--- config.mk ---
export PLATFORM = sky130hd
export DESIGN_NAME = decode_queue_flat
export DESIGN_NICKNAME = d
export VERILOG_FILES = /design/src/rtl/decode_pkg.sv /design/src/rtl/decode_queue_if.sv /design/src/rtl/instruction_classifier.sv /design/src/rtl/decode_queue.sv /design/src/flat_wrapper.sv
export SDC_FILE = /design/constraint.sdc
export NUM_CORES = 1
export LEC_CHECK = 0
export ABC_AREA = 1
export ABC_CLOCK_PERIOD_IN_PS = 5000
export CORE_MARGIN = 4
export CORE_UTILIZATION = 40
export DETAILED_ROUTE_END_ITERATION = 6
export PLACE_DENSITY = 0.72
export SLEW_MARGIN = 20
export SYNTH_ARGS = -nofsm -noshare
export SYNTH_HDL_FRONTEND = slang
export SYNTH_SLANG_ARGS = --single-unit
--- constraint.sdc ---
create_clock -name clk -period 5 [get_ports clk]
set_input_delay 1.25 -clock clk [delete_from_list [all_inputs] [get_ports clk]]
set_output_delay 1.25 -clock clk [all_outputs]
set_load 0.005 [all_outputs]
--- src/rtl/decode_pkg.sv ---
// decode_pkg: class encodings, opcodes and SYSTEM encodings for the decode queue.
// Shared by instruction_classifier and decode_queue.
package decode_pkg;

  typedef enum logic [3:0] {
    CLS_LUI     = 4'd0,
    CLS_AUIPC   = 4'd1,
    CLS_JAL     = 4'd2,
    CLS_JALR    = 4'd3,
    CLS_BRANCH  = 4'd4,
    CLS_LOAD    = 4'd5,
    CLS_STORE   = 4'd6,
    CLS_ALUIMM  = 4'd7,
    CLS_ALU     = 4'd8,
    CLS_FENCE   = 4'd9,
    CLS_SYSTEM  = 4'd10,
    CLS_MULDIV  = 4'd11,
    CLS_INVALID = 4'd15
  } cls_e;

  localparam logic [6:0] OP_LUI    = 7'b0110111;
  localparam logic [6:0] OP_AUIPC  = 7'b0010111;
  localparam logic [6:0] OP_JAL    = 7'b1101111;
  localparam logic [6:0] OP_JALR   = 7'b1100111;
  localparam logic [6:0] OP_BRANCH = 7'b1100011;
  localparam logic [6:0] OP_LOAD   = 7'b0000011;
  localparam logic [6:0] OP_STORE  = 7'b0100011;
  localparam logic [6:0] OP_IMM    = 7'b0010011;
  localparam logic [6:0] OP_ALU    = 7'b0110011;
  localparam logic [6:0] OP_FENCE  = 7'b0001111;
  localparam logic [6:0] OP_SYSTEM = 7'b1110011;

  localparam logic [6:0] F7_BASE   = 7'b0000000;
  localparam logic [6:0] F7_ALT    = 7'b0100000;
  localparam logic [6:0] F7_MULDIV = 7'b0000001;

  localparam logic [31:0] SYS_ECALL  = 32'h0000_0073;
  localparam logic [31:0] SYS_EBREAK = 32'h0010_0073;
  localparam logic [31:0] SYS_MRET   = 32'h3020_0073;

  typedef struct packed {
    cls_e       cls;
    logic       illegal;
    logic [4:0] rd;
    logic [4:0] rs1;
    logic [4:0] rs2;
    logic [2:0] funct3;
    logic [6:0] funct7;
  } dec_t;

  typedef struct packed {
    logic [31:0] instr;
    logic [31:0] pc;
    dec_t        dec;
  } entry_t;

endpackage

--- src/rtl/decode_queue_if.sv ---
// decode_queue_if: enqueue handshake/payload and dequeue handshake/decoded head.
// slave = queue side, master = producer/consumer side.
interface decode_queue_if;

  logic        in_valid;
  logic        in_ready;
  logic [31:0] in_instruction;
  logic [31:0] in_pc;

  logic        out_valid;
  logic        out_ready;
  logic [31:0] out_instruction;
  logic [31:0] out_pc;
  logic [4:0]  out_rdIndex;
  logic [4:0]  out_rs1Index;
  logic [4:0]  out_rs2Index;
  logic [2:0]  out_funct3;
  logic [6:0]  out_funct7;
  logic [3:0]  out_class;
  logic        out_illegal;

  modport slave (
    input  in_valid, in_instruction, in_pc, out_ready,
    output in_ready, out_valid, out_instruction, out_pc,
    output out_rdIndex, out_rs1Index, out_rs2Index,
    output out_funct3, out_funct7, out_class, out_illegal
  );

  modport master (
    output in_valid, in_instruction, in_pc, out_ready,
    input  in_ready, out_valid, out_instruction, out_pc,
    input  out_rdIndex, out_rs1Index, out_rs2Index,
    input  out_funct3, out_funct7, out_class, out_illegal
  );

endinterface

--- src/rtl/instruction_classifier.sv ---
// instruction_classifier: combinational RV32I(+M) class/legality/field decode.
// In: i_instruction. Out: o_class, o_illegal, o_rd/o_rs1/o_rs2, o_funct3, o_funct7.
module instruction_classifier
  import decode_pkg::*;
#(
  parameter bit ENABLE_M = 1'b0
) (
  input  logic [31:0] i_instruction,
  output cls_e        o_class,
  output logic        o_illegal,
  output logic [4:0]  o_rd,
  output logic [4:0]  o_rs1,
  output logic [4:0]  o_rs2,
  output logic [2:0]  o_funct3,
  output logic [6:0]  o_funct7
);

  logic [6:0] w_op;
  logic [2:0] w_f3;
  logic [6:0] w_f7;
  logic       w_jalr_ok;
  logic       w_br_ok;
  logic       w_ld_ok;
  logic       w_st_ok;
  logic       w_sh_ok;
  logic       w_imm_ok;
  logic       w_alu_ok;
  logic       w_mul;
  logic       w_fence_ok;
  logic       w_sys_ok;

  assign w_op = i_instruction[6:0];
  assign w_f3 = i_instruction[14:12];
  assign w_f7 = i_instruction[31:25];

  assign o_rd     = i_instruction[11:7];
  assign o_rs1    = i_instruction[19:15];
  assign o_rs2    = i_instruction[24:20];
  assign o_funct3 = w_f3;
  assign o_funct7 = w_f7;

  assign w_jalr_ok  = (w_f3 == 3'b000);
  assign w_br_ok    = (w_f3 != 3'b010) && (w_f3 != 3'b011);
  assign w_ld_ok    = (w_f3 != 3'b011) && (w_f3 != 3'b110) &&
                      (w_f3 != 3'b111);
  assign w_st_ok    = !w_f3[2] && (w_f3[1:0] != 2'b11);
  assign w_sh_ok    = (w_f7 == F7_BASE) ||
                      ((w_f3 == 3'b101) && (w_f7 == F7_ALT));
  // funct3 001/101 are the shift-immediates; the rest ignore funct7
  assign w_imm_ok   = (w_f3[1:0] == 2'b01) ? w_sh_ok : 1'b1;
  assign w_alu_ok   = (w_f7 == F7_BASE) ||
                      ((w_f7 == F7_ALT) &&
                       ((w_f3 == 3'b000) || (w_f3 == 3'b101)));
  assign w_mul      = ENABLE_M && (w_f7 == F7_MULDIV);
  assign w_fence_ok = (w_f3 == 3'b000);
  assign w_sys_ok   = ((w_f3 != 3'b000) && (w_f3 != 3'b100)) ||
                      (i_instruction == SYS_ECALL) ||
                      (i_instruction == SYS_EBREAK) ||
                      (i_instruction == SYS_MRET);

  // Every listed opcode ends in 2'b11, so compressed encodings
  // fall through to the default.
  always_comb begin
    o_class = CLS_INVALID;
    unique case (1'b1)
      (w_op == OP_LUI):    o_class = CLS_LUI;
      (w_op == OP_AUIPC):  o_class = CLS_AUIPC;
      (w_op == OP_JAL):    o_class = CLS_JAL;
      (w_op == OP_JALR):
        o_class = w_jalr_ok ? CLS_JALR : CLS_INVALID;
      (w_op == OP_BRANCH):
        o_class = w_br_ok ? CLS_BRANCH : CLS_INVALID;
      (w_op == OP_LOAD):
        o_class = w_ld_ok ? CLS_LOAD : CLS_INVALID;
      (w_op == OP_STORE):
        o_class = w_st_ok ? CLS_STORE : CLS_INVALID;
      (w_op == OP_IMM):
        o_class = w_imm_ok ? CLS_ALUIMM : CLS_INVALID;
      (w_op == OP_ALU):
        o_class = w_alu_ok ? CLS_ALU :
                  (w_mul ? CLS_MULDIV : CLS_INVALID);
      (w_op == OP_FENCE):
        o_class = w_fence_ok ? CLS_FENCE : CLS_INVALID;
      (w_op == OP_SYSTEM):
        o_class = w_sys_ok ? CLS_SYSTEM : CLS_INVALID;
      default: o_class = CLS_INVALID;
    endcase
  end

  assign o_illegal = (o_class == CLS_INVALID);

endmodule

--- src/rtl/decode_queue.sv ---
// decode_queue: FIFO of pre-decoded instructions (decode at enqueue).
// Ports: clk, rst_n, flush, q (decode_queue_if.slave), count (occupancy).
module decode_queue
  import decode_pkg::*;
#(
  parameter int DEPTH    = 4,
  parameter int ENABLE_M = 0
) (
  input  logic                     clk,
  input  logic                     rst_n,
  input  logic                     flush,
  decode_queue_if.slave            q,
  output logic [$clog2(DEPTH):0]   count
);

  localparam int AW = $clog2(DEPTH);
  localparam logic [AW:0] FULL = (AW+1)'(DEPTH);

  logic [AW-1:0] r_wptr;
  logic [AW-1:0] r_rptr;
  logic [AW:0]   r_count;
  entry_t        r_mem [DEPTH];

  cls_e          w_cls;
  logic          w_ill;
  logic [4:0]    w_rd;
  logic [4:0]    w_rs1;
  logic [4:0]    w_rs2;
  logic [2:0]    w_f3;
  logic [6:0]    w_f7;
  entry_t        w_entry;
  entry_t        w_head;
  logic          w_push;
  logic          w_pop;
  logic          w_valid;

  instruction_classifier #(
    .ENABLE_M (ENABLE_M != 0)
  ) u_cls (
    .i_instruction (q.in_instruction),
    .o_class       (w_cls),
    .o_illegal     (w_ill),
    .o_rd          (w_rd),
    .o_rs1         (w_rs1),
    .o_rs2         (w_rs2),
    .o_funct3      (w_f3),
    .o_funct7      (w_f7)
  );

  assign w_entry.instr       = q.in_instruction;
  assign w_entry.pc          = q.in_pc;
  assign w_entry.dec.cls     = w_cls;
  assign w_entry.dec.illegal = w_ill;
  assign w_entry.dec.rd      = w_rd;
  assign w_entry.dec.rs1     = w_rs1;
  assign w_entry.dec.rs2     = w_rs2;
  assign w_entry.dec.funct3  = w_f3;
  assign w_entry.dec.funct7  = w_f7;

  // in_ready looks only at registered occupancy: no pop bypass
  assign q.in_ready = (r_count < FULL);
  assign w_valid    = (r_count != '0);
  assign q.out_valid = w_valid;
  assign count      = r_count;

  assign w_push = q.in_valid && q.in_ready;
  assign w_pop  = w_valid && q.out_ready;

  always_ff @(posedge clk or negedge rst_n) begin
    if (!rst_n) begin
      r_wptr  <= '0;
      r_rptr  <= '0;
      r_count <= '0;
    end else if (flush) begin
      r_wptr  <= '0;
      r_rptr  <= '0;
      r_count <= '0;
    end else begin
      if (w_push) r_wptr <= r_wptr + AW'(1);
      if (w_pop)  r_rptr <= r_rptr + AW'(1);
      if (w_push && !w_pop)
        r_count <= r_count + (AW+1)'(1);
      else if (w_pop && !w_push)
        r_count <= r_count - (AW+1)'(1);
    end
  end

  always_ff @(posedge clk) begin
    if (w_push && !flush) r_mem[r_wptr] <= w_entry;
  end

  assign w_head = r_mem[r_rptr];

  assign q.out_instruction = w_valid ? w_head.instr : '0;
  assign q.out_pc          = w_valid ? w_head.pc : '0;
  assign q.out_rdIndex     = w_valid ? w_head.dec.rd : '0;
  assign q.out_rs1Index    = w_valid ? w_head.dec.rs1 : '0;
  assign q.out_rs2Index    = w_valid ? w_head.dec.rs2 : '0;
  assign q.out_funct3      = w_valid ? w_head.dec.funct3 : '0;
  assign q.out_funct7      = w_valid ? w_head.dec.funct7 : '0;
  assign q.out_class       = w_valid ? w_head.dec.cls : CLS_INVALID;
  assign q.out_illegal     = w_valid && w_head.dec.illegal;

endmodule
--- src/flat_wrapper.sv ---
// flat-port wrapper written by rule: the top's interface ports become plain ports
module decode_queue_flat import decode_pkg::*;
#(
  parameter int DEPTH    = 4,
  parameter int ENABLE_M = 0
)
  (clk, rst_n, flush, count, q_in_valid, q_in_instruction, q_in_pc, q_out_ready, q_in_ready, q_out_valid, q_out_instruction, q_out_pc, q_out_rdIndex, q_out_rs1Index, q_out_rs2Index, q_out_funct3, q_out_funct7, q_out_class, q_out_illegal);
  decode_queue_if q_i ();
  input  logic clk;
  input  logic rst_n;
  input  logic flush;
  output logic [$clog2(DEPTH):0] count;
  input wire logic [$bits(q_i.in_valid)-1:0] q_in_valid;
  input wire logic [$bits(q_i.in_instruction)-1:0] q_in_instruction;
  input wire logic [$bits(q_i.in_pc)-1:0] q_in_pc;
  input wire logic [$bits(q_i.out_ready)-1:0] q_out_ready;
  output wire logic [$bits(q_i.in_ready)-1:0] q_in_ready;
  output wire logic [$bits(q_i.out_valid)-1:0] q_out_valid;
  output wire logic [$bits(q_i.out_instruction)-1:0] q_out_instruction;
  output wire logic [$bits(q_i.out_pc)-1:0] q_out_pc;
  output wire logic [$bits(q_i.out_rdIndex)-1:0] q_out_rdIndex;
  output wire logic [$bits(q_i.out_rs1Index)-1:0] q_out_rs1Index;
  output wire logic [$bits(q_i.out_rs2Index)-1:0] q_out_rs2Index;
  output wire logic [$bits(q_i.out_funct3)-1:0] q_out_funct3;
  output wire logic [$bits(q_i.out_funct7)-1:0] q_out_funct7;
  output wire logic [$bits(q_i.out_class)-1:0] q_out_class;
  output wire logic [$bits(q_i.out_illegal)-1:0] q_out_illegal;
  assign q_i.in_valid = q_in_valid;
  assign q_i.in_instruction = q_in_instruction;
  assign q_i.in_pc = q_in_pc;
  assign q_i.out_ready = q_out_ready;
  assign q_in_ready = q_i.in_ready;
  assign q_out_valid = q_i.out_valid;
  assign q_out_instruction = q_i.out_instruction;
  assign q_out_pc = q_i.out_pc;
  assign q_out_rdIndex = q_i.out_rdIndex;
  assign q_out_rs1Index = q_i.out_rs1Index;
  assign q_out_rs2Index = q_i.out_rs2Index;
  assign q_out_funct3 = q_i.out_funct3;
  assign q_out_funct7 = q_i.out_funct7;
  assign q_out_class = q_i.out_class;
  assign q_out_illegal = q_i.out_illegal;
  decode_queue #(.DEPTH(DEPTH), .ENABLE_M(ENABLE_M)) u_core (.clk(clk), .rst_n(rst_n), .flush(flush), .q(q_i), .count(count));
endmodule
==> results_dict.tcl <==
set metrics [dict create \
    root_buffer "clkbuf_16" \
    arrival_ns 2.77 \
    p_clk_frac 0.307 \
    drive_above_1_share 0.0658 \
    path_buf_inv 3 \
    syn_area_per_cell_um2 11.5 \
    grt_overflow 0 \
    nFillCells 2483 \
    maxSlewViolCount 0 \
    grt_usage 0.163 \
    fin_crit_sh 0.804 \
    placed_cells 1516 \
    ant_nets 0 \
    numCtsBuffers 29 \
    syn_to_final_growth_pct 23.8 \
    cts_num_sinks 283 \
    power_frac_comb 0.293 \
    drt-total-wl_um 27400 \
    place_congestion 0.848 \
    cts.repair.resized 0 \
    p_sw_frac 0.278 \
    synth_top_family_by_area "simple AND/OR/NAND/NOR gates" \
    initialDrtViolationCount 610 \
    num_antenna_cells 0 \
    portBuffers 167 \
    die_w_um 180 \
    required_ns 3.75 \
    crit_fanout 37 \
    yosys_warnings 0 \
    clkLatencyLatePin_ns 0.53 \
    rsz0062_at_grt "false" \
    maxCapViolations 0 \
    intPower_mw 5.01 \
    synthAdderAreaFrac 0.00591 \
    cts_tree "built" \
    layout_min_cycle_time_ns 4.02 \
    cts-hold-fix-buffers 0 \
    fin_cells 1569 \
    die_h_um 180 \
    syn_area_mm2 0.0118 \
    routedWlPerCell_um 17.5 \
    worstPathCellList "inv_2, buf_4, nor2_1, o21ai_0, a21oi_1, clkdlybuf4s50_1" \
    slowest_stage "inv_2" \
    syn_nets 1101 \
    cts_setup_buffers 0 \
    p_leak_nw 5.10 \
    cts_buffer_depth 3 \
    grt_pass1_vias 8078 \
    grt_max_degree 140 \
    drt_pass1_iterations 4 \
    setup_violations 0 \
    core_area_mm2 0.0289 \
    synthMuxAreaShare 0 \
    vias_per_cell 5.01 \
    hold_viol 0 \
    dp_hpwl_um 16300 \
    p_switching_mw 1.93 \
    syn_inst 1027 \
    grt_first_pass_wirelength_um 43500 \
    fmax_ghz 0.249 \
    worstSetupPathType "register to output port" \
    initial_utilization 0.409 \
    antenna_found_initial 0 \
    vias 7856 \
    drcViolationCount 0 \
    clk_pin_slew_ns 0.06 \
    status "completed" \
    final_nets 1237 \
    pwr_density_cell_mw_per_mm2 473 \
    ys_types 28 \
    ys_ff_latch 283 \
    num_rows 62 \
    critPathMaxStageDelay_ns 0.60 \
    seqPwrFrac 0.400 \
    hold_path_class "register to register" \
    cp-start-kind "register" \
    slew_headroom 0.409 \
    peakVddDrop_mv 0.244 \
    finClkSkew_ns 0.00976 \
    synth-xor-area-share 0.000739 \
    crit_path_end_kind "output port" \
    ys_seq_area_frac 0.714 \
    die_area_mm2 0.0324 \
    h-tree-depth 1 \
    yosys.area_share.simple 0.130 \
    cp_top_family "buffers and inverters" \
    tns_ns 0 \
    synth_compound_area_frac 0.0940 \
    tightest_slew_ns 0.886 \
    io_pins 168 \
]
==> logic make-up (layout without fill, tap and decap cells) <==
| group | after synthesis | count (layout) |
|---|---|---|
| and+or+nand+nor | 396 | 396 |
| AOI/OAI and AO/OA | 218 | 218 |
| buffers and inverters | 124 | 282 |
| DFF | 283 | 283 |
| adders and majority gates | 5 | 5 |
| xor gates and xnor gates | 1 | 1 |
==> state kept, by name (all words and copies together) (netlist names) <==
signal and cells:
u_core.count 3, u_core.r_rptr 2, u_core.r_wptr 2, u_core.r_mem 276
==> layout make-up <==
cell class                      count  area [um^2]  share of cell area
Sequential cell                   283         8470               0.577
Multi-Input combinational cell    620         2760               0.188
Timing Repair Buffer              183         1840               0.126
Clock buffer                       34          744              0.0507
Tap cell                          384          480              0.0328
Clock inverter                     19          198              0.0135
Inverter                           46          175              0.0119
==> worst paths after layout <==
| kind | startpoint | end | slack (ns) | depth (start not counted) |
|---|---|---|---|---|
| min in group asynchronous | rst_n | u_core.count[2]$_DFFE_PN0P_ | 1.00 | 1 |
| max in group asynchronous | rst_n | u_core.r_rptr[0]$_DFFE_PN0P_ | 3.70 | 1 |
| max | u_core.r_rptr[1]$_DFFE_PN0P_ | q_out_illegal | 0.98 | 6 |
| min reg2reg | u_core.r_wptr[0]$_DFFE_PN0P_ | u_core.r_wptr[0]$_DFFE_PN0P_ | 0.56 | 1 |
| max reg2reg | u_core.count[2]$_DFFE_PN0P_ | u_core.r_mem[0][69]$_DFFE_PP_ | 2.78 | 6 |
| min | u_core.r_wptr[0]$_DFFE_PN0P_ | u_core.r_wptr[0]$_DFFE_PN0P_ | 0.56 | 1 |
==> Yosys cell counts, drive strengths merged <==
cell	instances	area, um^2
fa	1	20.0
xnor2	1	8.76
buf	57	392
a22o	1	8.76
clkbuf	21	87.6
nor3	4	20.0
nand2	57	226
o311ai	4	35.0
inv	46	173
dfrtp	7	175
nand3	17	90.1
ha	4	50.1
edfxtp	276	8290
o211ai	1	7.51
o22ai	1	6.26
nor2	317	1200
a21oi	70	350
o21ai	141	706
and2	1	6.26
==> worst register-to-register path, cell delays in order (launching register included) <==
cell     delay [ns]
dfrtp_1        0.40
inv_2          0.10
nand2_1        0.08
nor2_1         0.13
inv_1          0.19
nor2_4         0.62
buf_4          0.38
==> stage by stage <==
step | power (mW) | setup slack [ns] | instance area (um^2) | hold slack [ns] | utilization
after floorplan | 3.86 | 0.0947 | 11800 | 0.513 | -
after global placement | 4.86 | 1.49 | 13700 | 0.549 | 0.474
after detailed placement | 4.89 | 1.50 | 13700 | 0.557 | 0.474
after CTS | 7.03 | 0.915 | 14700 | 0.568 | 0.507
after global routing | 7.32 | 0.808 | 14700 | 0.592 | 0.507
final | 6.94 | 0.982 | 14700 | 0.563 | 0.507
==> layer usage <==
layer,vias up,part of all wire,track usage,wire length [um]
met4,0,0.017,0.0351,478
met1,3781,0.43,0.218,11800
li1,3797,-,-,-
met2,243,0.48,0.276,13200
met3,35,0.068,0.0369,1880
met5,-,0,0,0
==> cells in the final DEF (no fill, tap or decap), drive strengths merged <==
| cell | Yosys | layout |
|---|---|---|
| clkbuf | 21 | 34 |
| a21oi | 70 | 70 |
| clkinv | 0 | 13 |
| edfxtp | 276 | 276 |
| inv | 46 | 46 |
| nor2 | 317 | 317 |
| o22ai | 1 | 1 |
| dfrtp | 7 | 7 |
| o211ai | 1 | 1 |
| buf | 57 | 16 |
| ha | 4 | 4 |
| nand2 | 57 | 57 |
| o311ai | 4 | 4 |
| o21ai | 141 | 141 |
| xnor2 | 1 | 1 |
| nor3 | 4 | 4 |
| a22o | 1 | 1 |
| fa | 1 | 1 |
| bufinv | 0 | 4 |
| clkinvlp | 0 | 2 |
| and2 | 1 | 1 |
| clkdlybuf4s50 | 0 | 167 |
| nand3 | 17 | 17 |
==> power by group through the flow <==
stage,logic [mW],clock network [mW],registers [mW]
after global placement,2.04,0,2.82
after detailed placement,2.06,0,2.83
after global routing,2.24,2.29,2.78
after CTS,2.08,2.18,2.78
final,2.04,2.13,2.78
after floorplan,1.03,0,2.83
(Power assumes the default switching activity.)
